--- src/rtl/time_set_ctrl.sv ---
// Timekeeping / time-setting controller: RUN advances hh:mm:ss on the 1 Hz tick,
// SET edits the selected field and blinks it. Optional macro SET_TIMEOUT_EN adds SET auto-exit.
module time_set_ctrl #(
  parameter int unsigned BLINK_CYCLES  = 50_000_000,
  parameter int unsigned TIMEOUT_TICKS = 10
) (
  input  logic       i_clk,
  input  logic       i_reset_n,
  input  logic       i_tick_1hz,
  input  logic       i_mode_pulse,
  input  logic [1:0] i_sel,
  input  logic       i_inc_pulse,
  input  logic       i_dec_pulse,
  output logic [4:0] o_hours,
  output logic [5:0] o_minutes,
  output logic [5:0] o_seconds,
  output logic       o_setting,
  output logic [2:0] o_blank,
  output logic       o_rollover
);

  typedef enum logic {ST_RUN = 1'b0, ST_SET = 1'b1} state_t;

  localparam int unsigned BLINK_W = (BLINK_CYCLES > 1) ? $clog2(BLINK_CYCLES) : 1;
  localparam logic [BLINK_W-1:0] BLINK_LAST = BLINK_W'(BLINK_CYCLES - 1);

  function automatic logic [5:0] wrap_inc(input logic [5:0] v, input logic [5:0] max_v);
    return (v >= max_v) ? 6'd0 : v + 6'd1;
  endfunction

  function automatic logic [5:0] wrap_dec(input logic [5:0] v, input logic [5:0] max_v);
    return (v == 6'd0) ? max_v : v - 6'd1;
  endfunction

  state_t               state_q, state_d;
  logic [4:0]           hours_q, hours_d;
  logic [5:0]           minutes_q, minutes_d;
  logic [5:0]           seconds_q, seconds_d;
  logic                 rollover_q, rollover_d;
  logic [2:0]           blank_q, blank_d;
  logic [BLINK_W-1:0]   blink_cnt_q, blink_cnt_d;
  logic                 phase_q, phase_d;
  logic [1:0]           sel_q;
  logic                 activity;
  logic                 timeout_hit;

  // Any edit pulse or field reselection restarts both the blink and the timeout.
  assign activity = i_inc_pulse | i_dec_pulse | (i_sel != sel_q);

`ifdef SET_TIMEOUT_EN
  localparam int unsigned TO_W = (TIMEOUT_TICKS > 1) ? $clog2(TIMEOUT_TICKS + 1) : 1;
  localparam logic [TO_W-1:0] TO_LAST = TO_W'(TIMEOUT_TICKS - 1);

  logic [TO_W-1:0] to_cnt_q, to_cnt_d;

  always_comb begin
    to_cnt_d    = to_cnt_q;
    timeout_hit = 1'b0;
    if (state_q != ST_SET || activity) begin
      to_cnt_d = '0;
    end else if (i_tick_1hz) begin
      if (to_cnt_q == TO_LAST) begin
        timeout_hit = 1'b1;
        to_cnt_d    = '0;
      end else begin
        to_cnt_d = to_cnt_q + TO_W'(1);
      end
    end
  end

  always_ff @(posedge i_clk or negedge i_reset_n) begin
    if (!i_reset_n) to_cnt_q <= '0;
    else            to_cnt_q <= to_cnt_d;
  end
`else
  assign timeout_hit = 1'b0;
`endif

  always_ff @(posedge i_clk or negedge i_reset_n) begin
    if (!i_reset_n) state_q <= ST_RUN;
    else            state_q <= state_d;
  end

  always_comb begin
    state_d = state_q;
    case (state_q)
      ST_RUN:  if (i_mode_pulse) state_d = ST_SET;
      ST_SET:  if (i_mode_pulse || timeout_hit) state_d = ST_RUN;
      default: state_d = ST_RUN;
    endcase
  end

  // Time fields: carry chain in RUN, independent per-field wrap in SET.
  always_comb begin
    hours_d    = hours_q;
    minutes_d  = minutes_q;
    seconds_d  = seconds_q;
    rollover_d = 1'b0;
    if (state_q == ST_RUN) begin
      if (i_tick_1hz) begin
        seconds_d = wrap_inc(seconds_q, 6'd59);
        if (seconds_q == 6'd59) begin
          minutes_d = wrap_inc(minutes_q, 6'd59);
          if (minutes_q == 6'd59) begin
            hours_d    = 5'(wrap_inc({1'b0, hours_q}, 6'd23));
            rollover_d = (hours_q == 5'd23);
          end
        end
      end
    end else if (i_inc_pulse != i_dec_pulse) begin
      case (i_sel)
        2'd0: seconds_d = i_inc_pulse ? wrap_inc(seconds_q, 6'd59) : wrap_dec(seconds_q, 6'd59);
        2'd1: minutes_d = i_inc_pulse ? wrap_inc(minutes_q, 6'd59) : wrap_dec(minutes_q, 6'd59);
        2'd2: hours_d   = i_inc_pulse ? 5'(wrap_inc({1'b0, hours_q}, 6'd23))
                                      : 5'(wrap_dec({1'b0, hours_q}, 6'd23));
        default: begin end
      endcase
    end
  end

  always_comb begin
    blink_cnt_d = blink_cnt_q + BLINK_W'(1);
    phase_d     = phase_q;
    if (state_q != ST_SET || state_d != ST_SET || activity) begin
      blink_cnt_d = '0;
      phase_d     = 1'b0;
    end else if (blink_cnt_q == BLINK_LAST) begin
      blink_cnt_d = '0;
      phase_d     = ~phase_q;
    end
  end

  // Blank is computed from next-state values so it lands on the same edge as the phase flip.
  always_comb begin
    blank_d = 3'b000;
    if (state_d == ST_SET && phase_d && i_sel != 2'd3) blank_d = 3'b001 << i_sel;
  end

  always_ff @(posedge i_clk or negedge i_reset_n) begin
    if (!i_reset_n) begin
      hours_q     <= '0;
      minutes_q   <= '0;
      seconds_q   <= '0;
      rollover_q  <= 1'b0;
      blank_q     <= '0;
      blink_cnt_q <= '0;
      phase_q     <= 1'b0;
      sel_q       <= '0;
    end else begin
      hours_q     <= hours_d;
      minutes_q   <= minutes_d;
      seconds_q   <= seconds_d;
      rollover_q  <= rollover_d;
      blank_q     <= blank_d;
      blink_cnt_q <= blink_cnt_d;
      phase_q     <= phase_d;
      sel_q       <= i_sel;
    end
  end

  assign o_hours    = hours_q;
  assign o_minutes  = minutes_q;
  assign o_seconds  = seconds_q;
  assign o_setting  = (state_q == ST_SET);
  assign o_blank    = blank_q;
  assign o_rollover = rollover_q;

endmodule

--- config.mk ---
export PLATFORM = sky130hd
export DESIGN_NAME = time_set_ctrl
export DESIGN_NICKNAME = d
export VERILOG_FILES = /design/src/rtl/time_set_ctrl.sv
export SDC_FILE = /design/constraint.sdc
export NUM_CORES = 1
export LEC_CHECK = 0
export CORE_MARGIN = 8
export CORE_UTILIZATION = 28
export CTS_CLUSTER_SIZE = 14
export DETAILED_ROUTE_END_ITERATION = 8
export PLACE_DENSITY = 0.52
export SYNTH_ARGS = -nofsm -noshare
export SYNTH_HDL_FRONTEND = slang
export SYNTH_SLANG_ARGS = --single-unit
--- constraint.sdc ---
create_clock -name i_clk -period 2.95 [get_ports i_clk]
set_input_delay 0.295 -clock i_clk [delete_from_list [all_inputs] [get_ports i_clk]]
set_output_delay 0.295 -clock i_clk [all_outputs]
set_load 0.05 [all_outputs]
==> impl_metrics.yaml <==
detailed_routing:
  drt-total-wl_mm: 8.40
  vias: 2881
  drt-initial-drc-count: 196
  antenna_left: 0
  via_per_inst: 5.40
  drc: 0
  wl_per_cell_um: 15.7
  drtPass1Iterations: 4
synth:
  synth_flop_cell: "dfrtp_1"
  synth.distinct_cells: 66
  yosys_warnings: 0
  async_flop_share_pct: 100
  synth_seq_area_share_pct: 38.8
  avgSynthCellArea_um2: 8.96
  synth_cells: 367
  netlist_area_mm2: 0.00329
  synth_seq_cells: 51
  synth_nets: 386
  synth_edf_count: 0
setup_path:
  worstSetupStartpointType: "flop"
  criticalPathCategory: "flop to flop"
  crit_path_end_kind: "flop"
  arrival_ns: 2.48
  required_ns: 3.14
  crit_fanout: 11
sta:
  skew_ns: 0.00784
  worst_slack_ns: 0.662
  timing.setup.tns_ns: 0
  worst_pin_slew_ns: 0.864
  finalCritPeriodShare_pct: 77.6
  rsz0062_at_grt: "false"
  final_max_slew_viol_count: 0
  final-setup-viol-count: 0
  fin_crit_ns: 2.29
  fmax_mhz: 437
  relSlewSlack_pct: 42.4
  finalHoldViolCount: 0
die:
  initial_core_util_pct: 28.7
  ios: 30
  die-area_mm2: 0.0155
  die_w_um: 124
  rows: 39
  core-area_mm2: 0.0115
  die_y_um: 124
clock_network:
  clk_path_buf_depth: 2
  postCtsSetupBuffers: 0
  clock_latency_ns: 0.30
  cts_resized: 0
  h-tree-depth: 2
  path_clk_slew_ns: 0.07
  cts_tree: "yes"
  root_buffer: "clkbuf_16"
  cts_made_buffers: 5
  numClockSinks: 51
  postCtsHoldBufs: 0
global_routing:
  grt_overflow: 0
  track_usage_pct: 10.7
  grt_pass1_wl_mm: 14.0
  grt_pass1_vias: 2762
  grt_start_max_net_pins: 52
  antenna_found_initial: 0
outcome:
  status: "complete, no violations"
flow_run:
  maxCapViolCount: 0
final_layout:
  mostFrequentLayoutCells: "51 x dfrtp_1, 32 x nor2_1, 28 x clkdlybuf4s50_1, 24 x o21ai_0"
  syn_to_final_growth_pct: 18.3
  final_common_cell: "dfrtp_1"
  fin_nets: 409
  diodes: 0
  layout-drive-gt1-share_pct: 8.70
  n_fill_cell: 1169
place:
  numPortBuffers: 29
  place_hpwl_mm: 5.92
  post-place-ws_ns: 0.539
  gp_congestion: 0.825
power:
  vdd_ir_drop_max_uv: 473
  leakage_nw: 1.46
  powerDensity_mw_per_mm2: 791
hold_path:
  hold_class: "input port to async pin"
-- logic make-up (layout without fill, tap and decap cells) --
| logic type | Yosys count | after routing | share of synthesized area, % |
|---|---|---|---|
| AND/OR/NAND/NOR | 147 | 147 | 25.9 |
| AO/OA/AOI/OAI | 99 | 99 | 20.8 |
| flip-flops | 51 | 51 | 38.8 |
| buffers and inverters | 39 | 63 | 4.75 |
| XOR/XNOR | 16 | 16 | 4.26 |
| adder cells (fa/ha/maj) | 12 | 12 | 4.49 |
| multiplexers | 3 | 3 | 0.951 |
-- where the power goes --
group          switching, W  internal [W]
Sequential         0.000233      0.000798
Clock              0.000277      0.000401
Combinational      0.000855      0.000512
-- final cells by class --
cell class              instances  area [um^2]  area share, %
multi-input cells             277         1860           47.7
clock buffers                   5          125           3.22
inverters                      19         71.3           1.83
well taps                     143          179           4.60
clock inverters                 3         43.8           1.13
flip-flops and latches         51         1280           32.8
repair buffers                 36          338           8.68
-- path summary, 6_finish.rpt --
path | from | to | slack (ns) | cells after the start
max in group asynchronous | i_reset_n | o_hours[1]$_DFFE_PN0P_ | 2.38 | 2
worst max register to register | blink_cnt_q[0]$_DFF_PN0_ | blink_cnt_q[9]$_DFF_PN0_ | 0.66 | 6
worst max-delay path | blink_cnt_q[0]$_DFF_PN0_ | blink_cnt_q[9]$_DFF_PN0_ | 0.66 | 6
worst min-delay path | i_reset_n | blink_cnt_q[17]$_DFF_PN0_ | 0.10 | 2
worst min register to register | blink_cnt_q[0]$_DFF_PN0_ | blink_cnt_q[0]$_DFF_PN0_ | 0.53 | 1
min in group i_clk | blink_cnt_q[0]$_DFF_PN0_ | blink_cnt_q[0]$_DFF_PN0_ | 0.53 | 1
-- flip-flops by register name, indices dropped and copies added, names as in the netlist --
signal,flops
sel_q,2
blink_cnt_q,26
o_seconds,6
o_setting,1
o_blank,3
phase_q,1
o_hours,5
o_minutes,6
o_rollover,1
-- through the flow --
| stage | util, % | total power, W | instances | cell area (um^2) | hold WS [ns] |
|---|---|---|---|---|---|
| after floorplan | - | 0.00198 | 367 | 3290 | -0.000591 |
| after global placement | 32.4 | 0.00240 | 526 | 3720 | 0.464 |
| after detailed placement | 32.4 | 0.00241 | 526 | 3720 | 0.477 |
| after CTS | 33.9 | 0.00310 | 534 | 3890 | 0.158 |
| after global routing | 33.9 | 0.00327 | 534 | 3890 | 0.191 |
| final | 33.9 | 0.00308 | 534 | 3890 | 0.105 |
-- synthesized netlist by cell type (all sizes together), types with 4 or more instances --
master / instances / area share, %
ha: 11 / 4.2
nand2: 20 / 2.3
nand3: 18 / 3.1
clkbuf: 17 / 1.9
and4: 5 / 1.3
nand4: 12 / 2.3
or4: 7 / 1.9
nand2b: 4 / 0.76
nor3: 8 / 1.2
a31oi: 4 / 0.76
and3: 9 / 1.8
xnor2: 7 / 1.9
nor2: 32 / 3.7
xor2: 9 / 2.4
nand4b: 4 / 1.1
or3: 5 / 0.95
dfrtp: 51 / 39
o31ai: 7 / 1.6
o21ai: 24 / 3.7
inv: 19 / 2.2
a211oi: 8 / 1.8
a21oi: 20 / 3.0
nor4: 5 / 0.95
-- per-layer routing --
metal,up-vias,wire length [um],GRT usage [%]
met5,-,0,0
met4,0,76,3.05
met3,6,298,2.77
met2,31,4020,17.3
met1,1415,4010,13.6
li1,1429,-,-
-- critical path, cell delays in order, from the launching register on --
cell	delay (ns)
dfrtp_1	0.42
ha_1	0.33
nand2_1	0.17
or4_4	0.57
o21bai_2	0.36
buf_4	0.25
nor2_1	0.07
(Power assumes the default switching activity.)
